### src/rtl/exc_ctrl_pkg.sv
// Shared constants for the exception sequencer: exception codes, stall
// vectors, CP0 Status/Cause bit positions, default vectors and FSM states.
// Optional feature macro used by this slice: EXC_CTRL_BEV_EN.
package exc_ctrl_pkg;

    localparam logic [31:0] EXC_NONE    = 32'h0000_0000;
    localparam logic [31:0] EXC_INT     = 32'h0000_0001;
    localparam logic [31:0] EXC_SYSCALL = 32'h0000_0008;
    localparam logic [31:0] EXC_INVALID = 32'h0000_000a;
    localparam logic [31:0] EXC_TRAP    = 32'h0000_000d;
    localparam logic [31:0] EXC_OVF     = 32'h0000_000c;
    localparam logic [31:0] EXC_ERET    = 32'h0000_000e;

    // Stall vector order is {wb,mem,ex,id,if,pc}.
    localparam logic [5:0] STALL_NONE = 6'b000000;
    localparam logic [5:0] STALL_ID   = 6'b000111;
    localparam logic [5:0] STALL_EX   = 6'b001111;

    localparam int STATUS_IE_BIT  = 0;
    localparam int STATUS_EXL_BIT = 1;
    localparam int STATUS_IM_LSB  = 8;
    localparam int STATUS_BEV_BIT = 22;
    localparam int CAUSE_IP_LSB   = 8;

    localparam logic [31:0] EXC_VECTOR_DEF = 32'h0000_0020;
    localparam logic [31:0] BEV_VECTOR_DEF = 32'hBFC0_0380;

    typedef enum logic [0:0] {
        S_IDLE  = 1'b0,
        S_FLUSH = 1'b1
    } exc_state_t;

    // An interrupt is requestable when enabled, not at exception level,
    // and at least one unmasked pending line is up.
    function automatic logic int_request(input logic [31:0] status, input logic [31:0] cause);
        return status[STATUS_IE_BIT] & ~status[STATUS_EXL_BIT]
             & (|(cause[CAUSE_IP_LSB +: 8] & status[STATUS_IM_LSB +: 8]));
    endfunction

endpackage

### src/rtl/exc_ctrl_if.sv
// Bundle of MEM-stage, CP0 and pipeline-control signals around exc_ctrl.
// There is no valid/ready pair here: an exception is accepted in the single
// cycle in which excepttype_o is non-zero; inst_valid_i qualifies the MEM
// flags, and flush_o qualifies new_pc_o. dbg_state exposes the FSM state.
interface exc_ctrl_if;
    import exc_ctrl_pkg::*;

    logic [31:0] status_i;
    logic [31:0] cause_i;
    logic [31:0] epc_i;
    logic        inst_valid_i;
    logic [31:0] inst_addr_i;
    logic        in_delayslot_i;
    logic        exc_syscall_i;
    logic        exc_invalid_i;
    logic        exc_trap_i;
    logic        exc_ovf_i;
    logic        exc_eret_i;
    logic        stallreq_id_i;
    logic        stallreq_ex_i;
    logic [31:0] excepttype_o;
    logic [31:0] cur_inst_addr_o;
    logic        in_delayslot_o;
    logic        flush_o;
    logic [31:0] new_pc_o;
    logic [5:0]  stall_o;
    logic        busy_o;
    exc_state_t  dbg_state;

    modport master (
        output status_i, cause_i, epc_i, inst_valid_i, inst_addr_i, in_delayslot_i,
               exc_syscall_i, exc_invalid_i, exc_trap_i, exc_ovf_i, exc_eret_i,
               stallreq_id_i, stallreq_ex_i,
        input  excepttype_o, cur_inst_addr_o, in_delayslot_o, flush_o, new_pc_o,
               stall_o, busy_o, dbg_state
    );

    modport slave (
        input  status_i, cause_i, epc_i, inst_valid_i, inst_addr_i, in_delayslot_i,
               exc_syscall_i, exc_invalid_i, exc_trap_i, exc_ovf_i, exc_eret_i,
               stallreq_id_i, stallreq_ex_i,
        output excepttype_o, cur_inst_addr_o, in_delayslot_o, flush_o, new_pc_o,
               stall_o, busy_o, dbg_state
    );

endinterface

### src/rtl/exc_ctrl_prio_enc.sv
// Fixed-priority encoder: pending interrupt, then syscall, invalid, trap,
// overflow and eret, producing the cp0_reg excepttype code (0 = none).
module exc_ctrl_prio_enc
    import exc_ctrl_pkg::*;
(
    input  logic        i_int_pend,
    input  logic        i_syscall,
    input  logic        i_invalid,
    input  logic        i_trap,
    input  logic        i_ovf,
    input  logic        i_eret,
    output logic [31:0] o_code
);

    // Highest-priority active source selects the code.
    always_comb begin
        o_code = EXC_NONE;
        if (i_int_pend)     o_code = EXC_INT;
        else if (i_syscall) o_code = EXC_SYSCALL;
        else if (i_invalid) o_code = EXC_INVALID;
        else if (i_trap)    o_code = EXC_TRAP;
        else if (i_ovf)     o_code = EXC_OVF;
        else if (i_eret)    o_code = EXC_ERET;
    end

endmodule

### src/rtl/exc_ctrl.sv
// Exception/interrupt sequencer between MEM and cp0_reg: accepts the
// highest-priority exception, reports it to cp0_reg for one cycle, then
// holds flush_o for FLUSH_CYCLES cycles while presenting the new PC.
// Outside of exceptions it merges ID/EX stall requests into stall_o.
// Optional macro EXC_CTRL_BEV_EN: Status.BEV selects the boot vector.
module exc_ctrl
    import exc_ctrl_pkg::*;
#(
    parameter logic [31:0] EXC_VECTOR   = EXC_VECTOR_DEF,
    parameter logic [31:0] BEV_VECTOR   = BEV_VECTOR_DEF,
    parameter int          FLUSH_CYCLES = 2
) (
    input  logic       clk,
    input  logic       rst,
    exc_ctrl_if.slave  bus
);

    exc_state_t  r_state;
    logic [3:0]  r_cnt;
    logic [31:0] r_new_pc;
    logic        r_int_pend;

    logic [31:0] w_code;
    logic        w_int_req;
    logic        w_idle;
    logic        w_accept;
    logic [31:0] w_vector;
    logic [31:0] w_target;

    assign w_int_req = int_request(bus.status_i, bus.cause_i);
    assign w_idle    = (r_state == S_IDLE);

    exc_ctrl_prio_enc u_prio (
        .i_int_pend (r_int_pend),
        .i_syscall  (bus.exc_syscall_i),
        .i_invalid  (bus.exc_invalid_i),
        .i_trap     (bus.exc_trap_i),
        .i_ovf      (bus.exc_ovf_i),
        .i_eret     (bus.exc_eret_i),
        .o_code     (w_code)
    );

    // Bubbles never accept anything, so a pending interrupt waits for a real instruction.
    assign w_accept = ~rst & w_idle & bus.inst_valid_i & (w_code != EXC_NONE);

`ifdef EXC_CTRL_BEV_EN
    assign w_vector = bus.status_i[STATUS_BEV_BIT] ? BEV_VECTOR : EXC_VECTOR;
    logic w_unused;
    assign w_unused = ^{bus.status_i, bus.cause_i};
`else
    assign w_vector = EXC_VECTOR;
    logic w_unused;
    assign w_unused = ^{bus.status_i, bus.cause_i, BEV_VECTOR};
`endif

    assign w_target = (w_code == EXC_ERET) ? bus.epc_i : w_vector;

    // Accept-cycle report to cp0_reg and stall arbitration while idle.
    always_comb begin
        bus.excepttype_o    = EXC_NONE;
        bus.cur_inst_addr_o = 32'h0;
        bus.in_delayslot_o  = 1'b0;
        bus.stall_o         = STALL_NONE;
        if (w_accept) begin
            bus.excepttype_o    = w_code;
            bus.cur_inst_addr_o = bus.inst_addr_i;
            bus.in_delayslot_o  = bus.in_delayslot_i;
        end else if (~rst && w_idle) begin
            if (bus.stallreq_ex_i)      bus.stall_o = STALL_EX;
            else if (bus.stallreq_id_i) bus.stall_o = STALL_ID;
        end
    end

    assign bus.flush_o   = (r_state == S_FLUSH);
    assign bus.new_pc_o  = (r_state == S_FLUSH) ? r_new_pc : 32'h0;
    assign bus.busy_o    = (r_state != S_IDLE);
    assign bus.dbg_state = r_state;

    // Sequencer: latch the redirect target on acceptance, count down the flush.
    always_ff @(posedge clk) begin
        if (rst) begin
            r_state  <= S_IDLE;
            r_cnt    <= 4'd0;
            r_new_pc <= 32'h0;
        end else begin
            case (r_state)
                S_IDLE: begin
                    if (w_accept) begin
                        r_state  <= S_FLUSH;
                        r_cnt    <= 4'(FLUSH_CYCLES - 1);
                        r_new_pc <= w_target;
                    end
                end
                S_FLUSH: begin
                    if (r_cnt == 4'd0) r_state <= S_IDLE;
                    else               r_cnt   <= r_cnt - 4'd1;
                end
                default: r_state <= S_IDLE;
            endcase
        end
    end

    // Interrupt pending flag: resampled every cycle, dropped when the interrupt is taken.
    always_ff @(posedge clk) begin
        if (rst)                                  r_int_pend <= 1'b0;
        else if (w_accept && w_code == EXC_INT)   r_int_pend <= 1'b0;
        else                                      r_int_pend <= w_int_req;
    end

endmodule

### src/flat_wrapper.sv
// flat-port wrapper written by rule: the top's interface ports become plain ports
module exc_ctrl_flat import exc_ctrl_pkg::*;
#(
    parameter logic [31:0] EXC_VECTOR   = EXC_VECTOR_DEF,
    parameter logic [31:0] BEV_VECTOR   = BEV_VECTOR_DEF,
    parameter int          FLUSH_CYCLES = 2
)
  (clk, rst, bus_status_i, bus_cause_i, bus_epc_i, bus_inst_valid_i, bus_inst_addr_i, bus_in_delayslot_i, bus_exc_syscall_i, bus_exc_invalid_i, bus_exc_trap_i, bus_exc_ovf_i, bus_exc_eret_i, bus_stallreq_id_i, bus_stallreq_ex_i, bus_excepttype_o, bus_cur_inst_addr_o, bus_in_delayslot_o, bus_flush_o, bus_new_pc_o, bus_stall_o, bus_busy_o, bus_dbg_state);
  exc_ctrl_if bus_i ();
  input  logic clk;
  input  logic rst;
  input wire logic [$bits(bus_i.status_i)-1:0] bus_status_i;
  input wire logic [$bits(bus_i.cause_i)-1:0] bus_cause_i;
  input wire logic [$bits(bus_i.epc_i)-1:0] bus_epc_i;
  input wire logic [$bits(bus_i.inst_valid_i)-1:0] bus_inst_valid_i;
  input wire logic [$bits(bus_i.inst_addr_i)-1:0] bus_inst_addr_i;
  input wire logic [$bits(bus_i.in_delayslot_i)-1:0] bus_in_delayslot_i;
  input wire logic [$bits(bus_i.exc_syscall_i)-1:0] bus_exc_syscall_i;
  input wire logic [$bits(bus_i.exc_invalid_i)-1:0] bus_exc_invalid_i;
  input wire logic [$bits(bus_i.exc_trap_i)-1:0] bus_exc_trap_i;
  input wire logic [$bits(bus_i.exc_ovf_i)-1:0] bus_exc_ovf_i;
  input wire logic [$bits(bus_i.exc_eret_i)-1:0] bus_exc_eret_i;
  input wire logic [$bits(bus_i.stallreq_id_i)-1:0] bus_stallreq_id_i;
  input wire logic [$bits(bus_i.stallreq_ex_i)-1:0] bus_stallreq_ex_i;
  output wire logic [$bits(bus_i.excepttype_o)-1:0] bus_excepttype_o;
  output wire logic [$bits(bus_i.cur_inst_addr_o)-1:0] bus_cur_inst_addr_o;
  output wire logic [$bits(bus_i.in_delayslot_o)-1:0] bus_in_delayslot_o;
  output wire logic [$bits(bus_i.flush_o)-1:0] bus_flush_o;
  output wire logic [$bits(bus_i.new_pc_o)-1:0] bus_new_pc_o;
  output wire logic [$bits(bus_i.stall_o)-1:0] bus_stall_o;
  output wire logic [$bits(bus_i.busy_o)-1:0] bus_busy_o;
  output wire logic [$bits(bus_i.dbg_state)-1:0] bus_dbg_state;
  assign bus_i.status_i = bus_status_i;
  assign bus_i.cause_i = bus_cause_i;
  assign bus_i.epc_i = bus_epc_i;
  assign bus_i.inst_valid_i = bus_inst_valid_i;
  assign bus_i.inst_addr_i = bus_inst_addr_i;
  assign bus_i.in_delayslot_i = bus_in_delayslot_i;
  assign bus_i.exc_syscall_i = bus_exc_syscall_i;
  assign bus_i.exc_invalid_i = bus_exc_invalid_i;
  assign bus_i.exc_trap_i = bus_exc_trap_i;
  assign bus_i.exc_ovf_i = bus_exc_ovf_i;
  assign bus_i.exc_eret_i = bus_exc_eret_i;
  assign bus_i.stallreq_id_i = bus_stallreq_id_i;
  assign bus_i.stallreq_ex_i = bus_stallreq_ex_i;
  assign bus_excepttype_o = bus_i.excepttype_o;
  assign bus_cur_inst_addr_o = bus_i.cur_inst_addr_o;
  assign bus_in_delayslot_o = bus_i.in_delayslot_o;
  assign bus_flush_o = bus_i.flush_o;
  assign bus_new_pc_o = bus_i.new_pc_o;
  assign bus_stall_o = bus_i.stall_o;
  assign bus_busy_o = bus_i.busy_o;
  assign bus_dbg_state = bus_i.dbg_state;
  exc_ctrl #(.EXC_VECTOR(EXC_VECTOR), .BEV_VECTOR(BEV_VECTOR), .FLUSH_CYCLES(FLUSH_CYCLES)) u_core (.clk(clk), .rst(rst), .bus(bus_i));
endmodule
### config.mk
export PLATFORM = sky130hd
export DESIGN_NAME = exc_ctrl_flat
export DESIGN_NICKNAME = d
export VERILOG_FILES = /design/src/rtl/exc_ctrl_pkg.sv /design/src/rtl/exc_ctrl_if.sv /design/src/rtl/exc_ctrl_prio_enc.sv /design/src/rtl/exc_ctrl.sv /design/src/flat_wrapper.sv
export SDC_FILE = /design/constraint.sdc
export NUM_CORES = 1
export LEC_CHECK = 0
export CAP_MARGIN = 5
export CELL_PAD_IN_SITES_DETAIL_PLACEMENT = 2
export CELL_PAD_IN_SITES_GLOBAL_PLACEMENT = 2
export CORE_UTILIZATION = 14
export CTS_CLUSTER_SIZE = 28
export DETAILED_ROUTE_END_ITERATION = 10
export PLACE_DENSITY = 0.92
export SYNTH_ARGS = -nofsm -noshare
export SYNTH_HDL_FRONTEND = slang
export SYNTH_SLANG_ARGS = --single-unit
### constraint.sdc
create_clock -name clk -period 2.85 [get_ports clk]
set_input_delay 0.4275 -clock clk [delete_from_list [all_inputs] [get_ports clk]]
set_output_delay 0.4275 -clock clk [all_outputs]
set_load 0.005 [all_outputs]
==> flow_summary.yaml, run 1 <==
detailed_routing:
  vias_per_cell: 3.934
  detail-route-antenna-nets: 0
  routed_wl_um: 9681
  drc: 0
  wl_per_cell_um: 15.51
  drt_iter0_drc: 74
  drt-pass1-iter-count: 4
  via_count: 2455
placed_design:
  globalplace.congestion: 0.7110
  placed_area_mm2: 0.004038
  hpwl_um: 7407
  numPortBuffers: 168
synthesis:
  syn_inst: 242
  yosys.area.top_type: "dfxtp_1"
  synth.cell_area_mm2: 0.002215
  synthTopCellsByArea: "dfxtp_1 34%, and2_1 18%, a32o_1 14%"
  ys_types: 40
  synth.avg_cell_area_um2: 9.151
  ys_seq_area_frac: 0.3435
  synth_enable_flop_cells: 0
  yosys_most_used_dff: "dfxtp_1"
  synth_seq_cells: 38
  yosys_warnings: 0
  ys_async_sr_fraction: 0
  netlist.area_leader.share: 0.3435
sta:
  hold_viol: 0
  fin_skew_ns: 0.002337
  timing.final.crit_share: 0.9774
  max_freq_ghz: 0.3590
  finalSetupTns_ns: 0
  finalMaxSlewViolations: 0
  setup_viol: 0
  fin_crit_ns: 2.786
pwr:
  power_density_mw_per_mm2: 342.0
  max-vdd-ir-drop_uv: 186.0
  p_leak_nw: 1.651
clock_tree:
  cts_buffer_depth: 2
  cts_num_sinks: 38
  cts-root-buf: "clkbuf_16"
  numCtsBuffers: 5
  clk_latency_ns: 0.29
  cts_hold_buf: 0
  cts_htree_levels: 2
  clk_pin_slew_ns: 0.06
  cts_tree: "built"
worst_setup_path:
  crit_fanout: 9
  worstPathArrival_ns: 2.36
  reg2regPathDepth: 5
  critPathCaptureType: "output port"
  cp-start-kind: "input port"
  worstSetupPathType: "input port to output port"
  crit_required_ns: 2.42
die:
  die_area_mm2: 0.01633
  initial_utilization: 0.1446
  placementRows: 45
  core_area_mm2: 0.01531
  die_w_um: 127.8
  io-pin-count: 245
  dieHeight_um: 127.8
cells_and_area:
  design_area_mm2: 0.004275
  final_common_cell: "clkdlybuf4s50_1"
  diodes: 0
  drive_gt1_frac: 0.08717
  nets: 552
  syn2layout_area_growth_pct: 93.05
  mostFrequentLayoutCells: "164 x clkdlybuf4s50_1, 63 x and2_1, 38 x dfxtp_1, 31 x a32o_1, 30 x conb_1"
global_route:
  antenna_found_initial: 0
  grt_pass1_wl_um: 14440
  grt_max_degree: 44
  grtUsageTotal: 0.1152
  grt_pass1_vias: 2738
  gr-total-overflow: 0
hold_path:
  hold_path_depth: 1
  hold_class: "flop to flop"
outcome:
  status: "finished clean"
flow_run:
  drv_cap: 0
## layer usage
layer	up-vias	global-route usage	wire (um)
li1	1130	-	-
met1	1191	0.1098	3459
met2	127	0.2295	5209
met3	7	0.04257	911
met4	0	0.02837	100
met5	-	0	0
## where the power goes
part           switching [mW]  internal [mW]  leakage (nW)
Clock                   0.230          0.347        0.0739
Combinational           0.125          0.216          1.27
Sequential            0.00578          0.538         0.307
Total                   0.361           1.10          1.65
## registers in the layout, indices dropped and copies added, names as in the netlist
name	flops
u_core.r_new_pc	32
u_core.r_cnt	4
u_core.r_int_pend	1
u_core.bus.busy_o	1
## layout make-up
cell class / count / area (um2)
clock inverter: 1 / 5.005
timing repair buffer: 186 / 1866
sequential: 38 / 760.7
inverter: 7 / 26.28
tap: 211 / 264.0
multi-input combinational: 174 / 1211
fill: 1726 / 11040
clock buffer: 7 / 142.6
## per-stage QoR
step / util / hold slack [ns] / power (mW) / setup slack, ns / instances
floorplan: - / 0.4461 / 0.6881 / 0.6956 / 271
global placement: 0.2636 / 0.4594 / 0.8696 / 0.03549 / 613
detailed placement: 0.2636 / 0.4781 / 0.8845 / -0.04389 / 613
CTS: 0.2755 / 0.4907 / 1.488 / 0.01968 / 623
global route: 0.2792 / 0.5075 / 1.545 / -0.005867 / 624
finish: 0.2792 / 0.4852 / 1.462 / 0.06443 / 624
## path summary, 6_finish.rpt
kind	start	endpoint	slack [ns]
worst max-delay path	rst	bus_cur_inst_addr_o[23]	0.06
worst min-delay path	u_core.r_new_pc[12]	u_core.r_new_pc[12]	0.49
worst max register to register	u_core.bus.busy_o	u_core.r_new_pc[4]	1.03
worst min register to register	u_core.r_new_pc[12]	u_core.r_new_pc[12]	0.49
## synth_stat cells (2+ instances only)
master,number
and2_1,65
a32o_1,31
dfxtp_1,38
nand3_1,3
a21boi_0,2
buf_4,37
clkbuf_2,3
a22oi_1,4
buf_6,4
nand2_1,2
a21oi_1,3
nor2_1,8
clkbuf_1,7
inv_1,6
nor3_1,4
## cell families after synthesis
kind of cell	after synthesis	share of synthesized area
AND/OR/NAND/NOR	92	0.2571
buffers and inverters	59	0.1785
AO/OA/AOI/OAI	50	0.2090
flip-flops	38	0.3435
multiplexers	1	0.004520
adder cells (fa/ha/maj)	1	0.005649
other	1	0.001693
## worst max-delay path: stages
cell and delay [ns]:
clkdlybuf4s50_1 0.44, or3b_4 0.41, a21oi_4 0.15, buf_12 0.15, clkbuf_16 0.14, and2_1 0.12, clkdlybuf4s50_1 0.51
## what timing repair did
item | in CTS | in global routing
gates cloned | 0 | 1
setup endpoints to repair | 7 | 22
pin swaps | 0 | 1
setup buffers | 2 | 0
gates resized for setup | 5 | 7
(Power assumes the default switching activity.)
==> inputs of run 2 (changes only) <==
--- a/config.mk
+++ b/config.mk
@@ -8,7 +8,9 @@
 export CAP_MARGIN = 5
 export CELL_PAD_IN_SITES_DETAIL_PLACEMENT = 2
 export CELL_PAD_IN_SITES_GLOBAL_PLACEMENT = 2
+export CORE_MARGIN = 2
 export CORE_UTILIZATION = 14
+export CTS_CLUSTER_DIAMETER = 120
 export CTS_CLUSTER_SIZE = 28
 export DETAILED_ROUTE_END_ITERATION = 10
 export PLACE_DENSITY = 0.92
==> run 2 against run 1 <==
Effect of this change: critical path depth stayed put; cell count is 0.32% higher; worst setup slack worse by 0.026 ns; sequential share of layout area is 0.088 points lower.
==> flow_summary.yaml, run 2 (same netlist as run 1, synthesis figures left out) <==
global_route:
  use_met3: 0.03608
  grtUsageTotal: 0.1077
  antenna_found_initial: 0
  gr-total-overflow: 0
  grt_pass1_wl_um: 13880
  grt_pass1_vias: 2615
  busiest_layer: "met2"
  globalRouteMet1Util: 0.1038
  grt_max_degree: 44
  grt_util_met2: 0.2140
worst_setup_path:
  cpMaxStageDelayCell: "clkdlybuf4s50_1"
  crit_required_ns: 2.42
  worstPathArrival_ns: 2.38
  cpPeakStageDelay_ns: 0.50
  cp-start-kind: "input port"
  cp_cell_sequence: "clkdlybuf4s50_1 -> or3b_4 -> a21oi_4 -> buf_4 -> clkbuf_16 -> and2_1 -> clkdlybuf4s50_1"
  crit_fanout: 5
  worst_path_most_repeated_cell: "clkdlybuf4s50_1"
  worstSetupPathType: "input port to output port"
  critPathCaptureType: "output port"
die:
  io-pin-count: 245
  dieHeight_um: 129.8
  placementRows: 45
  initial_utilization: 0.1446
  core_area_mm2: 0.01531
  die_w_um: 129.8
  die_area_mm2: 0.01684
cells_and_area:
  largest_reg_flops: 32
  mostFrequentLayoutCells: "157 x clkdlybuf4s50_1, 63 x and2_1, 38 x dfxtp_1, 31 x a32o_1, 30 x conb_1"
  syn2layout_area_growth_pct: 94.01
  nFillCells: 1728
  fin_cells: 626
  final_common_cell: "clkdlybuf4s50_1"
  largest-register: "u_core.r_new_pc"
  nets: 555
  diodes: 0
  top_regs: "u_core.r_new_pc (32), u_core.r_cnt (4)"
  drive_gt1_frac: 0.09398
sta:
  timing.final.crit_share: 0.9864
  max_freq_ghz: 0.3557
  fin_crit_ns: 2.811
  rsz0062_at_grt: "yes"
  fin_hold_ws_ns: 0.4848
  hold_viol: 0
  fin_skew_ns: 0.002861
  setup_viol: 0
  finalMaxSlewViolations: 0
detailed_routing:
  detail-route-antenna-nets: 0
  vias_per_cell: 3.928
  via_count: 2459
  drc: 0
  drt-pass1-iter-count: 5
  routed_wl_um: 9913
  drt_iter0_drc: 59
  wl_per_cell_um: 15.84
clock_tree:
  cts_num_sinks: 38
  cts-root-buf: "clkbuf_16"
  cts_buffer_depth: 2
  cts_htree_levels: 2
  numCtsBuffers: 5
  clk_latency_ns: 0.28
  cts_tree: "built"
  clk_pin_slew_ns: 0.05
pwr:
  max-vdd-ir-drop_uv: 198.9
  power_density_mw_per_mm2: 330.2
  p_leak_nw: 1.785
placed_design:
  globalplace.congestion: 0.6966
  numPortBuffers: 168
  hpwl_um: 7637
  dp_cells: 614
hold_path:
  hold_class: "flop to flop"
outcome:
  status: "finished clean"
flow_run:
  drv_cap: 0
run 2: changes by cell type in the layout (fill, tap and decap cells not counted), sizes merged:
| cell | change |
|---|---|
| dlymetal6s2s | +7 |
| clkbuf | -2 |
| clkinv | +1 |
| clkdlybuf4s50 | -7 |
| buf | +3 |
run 2: layer usage:
layer	wire length, um	up-vias
met5	0	-
met4	167	0
met2	5395	139
li1	-	1137
met1	3465	1168
met3	885	15
run 2: metrics by stage:
step	setup TNS, ns	utilization	setup slack, ns	total power [mW]	area [um2]
3_5_place_dp	-0.09098	0.2641	-0.02916	0.8864	4045
6_report	0	0.2806	0.03889	1.419	4297
4_1_cts	0	0.2743	0.006667	1.445	4202
5_1_grt	-0.1641	0.2806	-0.03039	1.504	4297
2_1_floorplan	0	-	0.6956	0.6881	2323
3_3_place_gp	0	0.2641	0.03210	0.8710	4045
run 2: critical path, delay by kind of cell:
kind / cells / cell delay [ns]
buffers and inverters: 4 / 1.27
AO/OA/AOI/OAI: 1 / 0.16
AND/OR/NAND/NOR: 2 / 0.53
run 2: where the power goes:
group / total (mW) / leakage (nW) / internal, mW / switching (mW)
Combinational: 0.343 / 1.41 / 0.217 / 0.126
Clock: 0.532 / 0.0694 / 0.316 / 0.216
Sequential: 0.544 / 0.307 / 0.538 / 0.00529
Total: 1.42 / 1.78 / 1.07 / 0.348
run 2: final timing paths:
check | startpoint | end | slack (ns) | cells past startpoint
hold / removal | u_core.r_new_pc[14] | u_core.r_new_pc[14] | 0.48 | 1
hold reg to reg | u_core.r_new_pc[14] | u_core.r_new_pc[14] | 0.48 | 1
setup / recovery | bus_inst_valid_i | bus_cur_inst_addr_o[2] | 0.04 | 7
setup reg to reg | u_core.bus.busy_o | u_core.r_new_pc[1] | 1.06 | 5
run 2: repair_timing:
action	CTS	global route
setup buffers	0	4
gates resized for setup	6	12
endpoints found under the setup margin	5	27
cloned	0	1
hold buffers	0	0
run 2: layout make-up:
| type | instances | area, um2 | area share |
|---|---|---|---|
| clock inverters | 2 | 10.01 | 0.002330 |
| inverters | 7 | 26.28 | 0.006115 |
| repair buffers | 189 | 1906 | 0.4435 |
| clock buffers | 5 | 125.1 | 0.02912 |
| well taps | 211 | 264.0 | 0.06144 |
| flip-flops and latches | 38 | 760.7 | 0.1771 |
| multi-input cells | 174 | 1205 | 0.2804 |
==> inputs of run 3 (changes only) <==
--- a/config.mk
+++ b/config.mk
@@ -9,11 +9,12 @@
 export CELL_PAD_IN_SITES_DETAIL_PLACEMENT = 2
 export CELL_PAD_IN_SITES_GLOBAL_PLACEMENT = 2
 export CORE_MARGIN = 2
-export CORE_UTILIZATION = 14
+export CORE_UTILIZATION = 12
 export CTS_CLUSTER_DIAMETER = 120
 export CTS_CLUSTER_SIZE = 28
 export DETAILED_ROUTE_END_ITERATION = 10
-export PLACE_DENSITY = 0.92
+export PLACE_DENSITY = 0.84
 export SYNTH_ARGS = -nofsm -noshare
 export SYNTH_HDL_FRONTEND = slang
 export SYNTH_SLANG_ARGS = --single-unit
+export TNS_END_PERCENT = 30
==> constraint.sdc (replaced) <==
create_clock -name clk -period 2.4 [get_ports clk]
set_input_delay 0.36 -clock clk [delete_from_list [all_inputs] [get_ports clk]]
set_output_delay 0.36 -clock clk [all_outputs]
set_load 0.005 [all_outputs]
==> run 3 against run 2 <==
Effect of this change: largest power group is now clock; cell count grew 3.8%; clock power grew 46%; wire length grew 1.4%; sequential cell count is the same; critical endpoint is now bus_excepttype_o[3]; register-to-register slack lost 0.43 ns; largest cell class unchanged; sequential share of layout area shrank 0.31 points; sequential power grew 19%; design area grew 1.8%; worst hold slack lost 0.0070 ns; die area grew 16%.
==> flow_summary.yaml, run 3 (same netlist as run 1, synthesis figures left out) <==
outcome:
  status: "finished clean"
pwr:
  p_leak_nw: 1.859
  power_density_mw_per_mm2: 418.1
  max-vdd-ir-drop_uv: 207.0
clock_tree:
  cts-root-buf: "clkbuf_16"
  clk_latency_ns: 0.29
  cts_htree_levels: 2
  numCtsBuffers: 5
  cts_num_sinks: 38
  cts_hold_buf: 0
  cts_tree: "built"
  clk_pin_slew_ns: 0.06
  cts_buffer_depth: 2
sta:
  max_freq_ghz: 0.4283
  fin_hold_ws_ns: 0.4778
  fin_crit_ns: 2.335
  setup_viol: 0
  rsz0062_at_grt: "no"
  fin_skew_ns: 0.008617
  finalMaxSlewViolations: 0
  timing.final.crit_share: 0.9729
  hold_viol: 0
  setup_slack_ns: 0.06514
die:
  core_area_mm2: 0.01802
  dieHeight_um: 139.9
  die_w_um: 139.9
  initial_utilization: 0.1229
  die_area_mm2: 0.01956
  io-pin-count: 245
  placementRows: 49
cells_and_area:
  mostFrequentLayoutCells: "126 x clkdlybuf4s50_1, 65 x and2_1, 38 x dfxtp_1, 36 x dlygate4sd2_1, 31 x a32o_1"
  nets: 559
  top_regs: "u_core.r_new_pc (32), u_core.r_cnt (4)"
  largest-register: "u_core.r_new_pc"
  fin_cells: 650
  drive_gt1_frac: 0.1002
  final_common_cell: "clkdlybuf4s50_1"
  design_area_mm2: 0.004374
  largest_reg_flops: 32
  syn2layout_area_growth_pct: 97.51
global_route:
  grt_pass1_wl_um: 15040
  grt_pass1_vias: 2730
  antenna_found_initial: 1
  grt_max_degree: 35
  grtUsageTotal: 0.09766
  gr-total-overflow: 0
placed_design:
  globalplace.congestion: 0.7647
  dp_cells: 634
  placed_area_mm2: 0.004083
  hpwl_um: 7594
  numPortBuffers: 168
  dp_slack_ns: -0.4126
detailed_routing:
  via_count: 2491
  wl_per_cell_um: 15.46
  routed_wl_um: 10050
  vias_per_cell: 3.832
  drt-pass1-iter-count: 3
  drt_iter0_drc: 56
  drc: 0
  detail-route-antenna-nets: 0
worst_setup_path:
  r2r-start: "u_core.bus.busy_o"
  critPathCaptureType: "output port"
  crit_fanout: 9
  worstPathArrival_ns: 1.97
  r2r_end: "u_core.r_new_pc[30]"
  reg2regPathDepth: 5
  r2r_setup_slack_ns: 0.63
  cp-start-kind: "input port"
  worstSetupPathType: "input port to output port"
  crit_required_ns: 2.04
hold_path:
  min_to: "u_core.r_new_pc[5]"
  hold_path_depth: 2
  hold_start: "u_core.r_new_pc[5]"
  hold_class: "flop to flop"
flow_run:
  drv_cap: 0
-- run 3: worst max path at each step --
stage / from / to / slack, ns / depth (start not counted)
4_1_cts: bus_exc_eret_i / bus_stall_o[1] / -0.1 / 7
3_5_place_dp: bus_inst_valid_i / bus_cur_inst_addr_o[15] / -0.41 / 6
2_1_floorplan: bus_exc_trap_i / bus_stall_o[1] / 0.38 / 4
5_1_grt: rst / bus_excepttype_o[1] / 0.003 / 6
6_report: rst / bus_excepttype_o[3] / 0.07 / 5
3_3_place_gp: rst / bus_cur_inst_addr_o[15] / -0.37 / 6
-- run 3: repair_timing --
item	in CTS	in global routing
gates resized for setup	43	11
pin swaps	3	4
gates cloned	1	0
endpoints found under the setup margin	41	21
setup buffers	3	3
-- run 3: report_power, final --
group,switching [mW],total (mW),internal [mW]
Clock,0.266,0.779,0.513
Combinational,0.156,0.404,0.248
Sequential,0.00570,0.645,0.639
-- run 3: worst max-delay path: stages --
cell and delay, ns:
dlygate4sd2_1 0.27, buf_4 0.20, nor4b_4 0.35, a21boi_0 0.25, clkdlybuf4s50_1 0.54
-- run 3: stage by stage --
| stage | TNS [ns] | power, mW | utilization |
|---|---|---|---|
| after floorplan | 0 | 0.8171 | - |
| after global placement | -11.05 | 1.035 | 0.2265 |
| after detailed placement | -12.51 | 1.052 | 0.2265 |
| after CTS | -0.3651 | 1.861 | 0.2388 |
| after global routing | 0 | 1.921 | 0.2425 |
| final | 0 | 1.829 | 0.2427 |
-- run 3: cell type report --
cell class	instances	area, um2
Fill cell	2031	13650
Timing Repair Buffer	193	1912
Multi-Input combinational cell	174	1215
Sequential cell	38	760.7
Tap cell	229	286.5
Clock buffer	6	138.9
Clock inverter	1	30.03
Inverter	7	26.28
Antenna cell	2	5.005
-- run 3: layer usage --
layer | track usage | wire length (um) | vias up
met3 | 0.03820 | 1011 | 13
met2 | 0.1820 | 5141 | 143
met4 | 0.03263 | 193 | 0
met1 | 0.09906 | 3705 | 1190
met5 | 0 | 0 | -
li1 | - | - | 1145
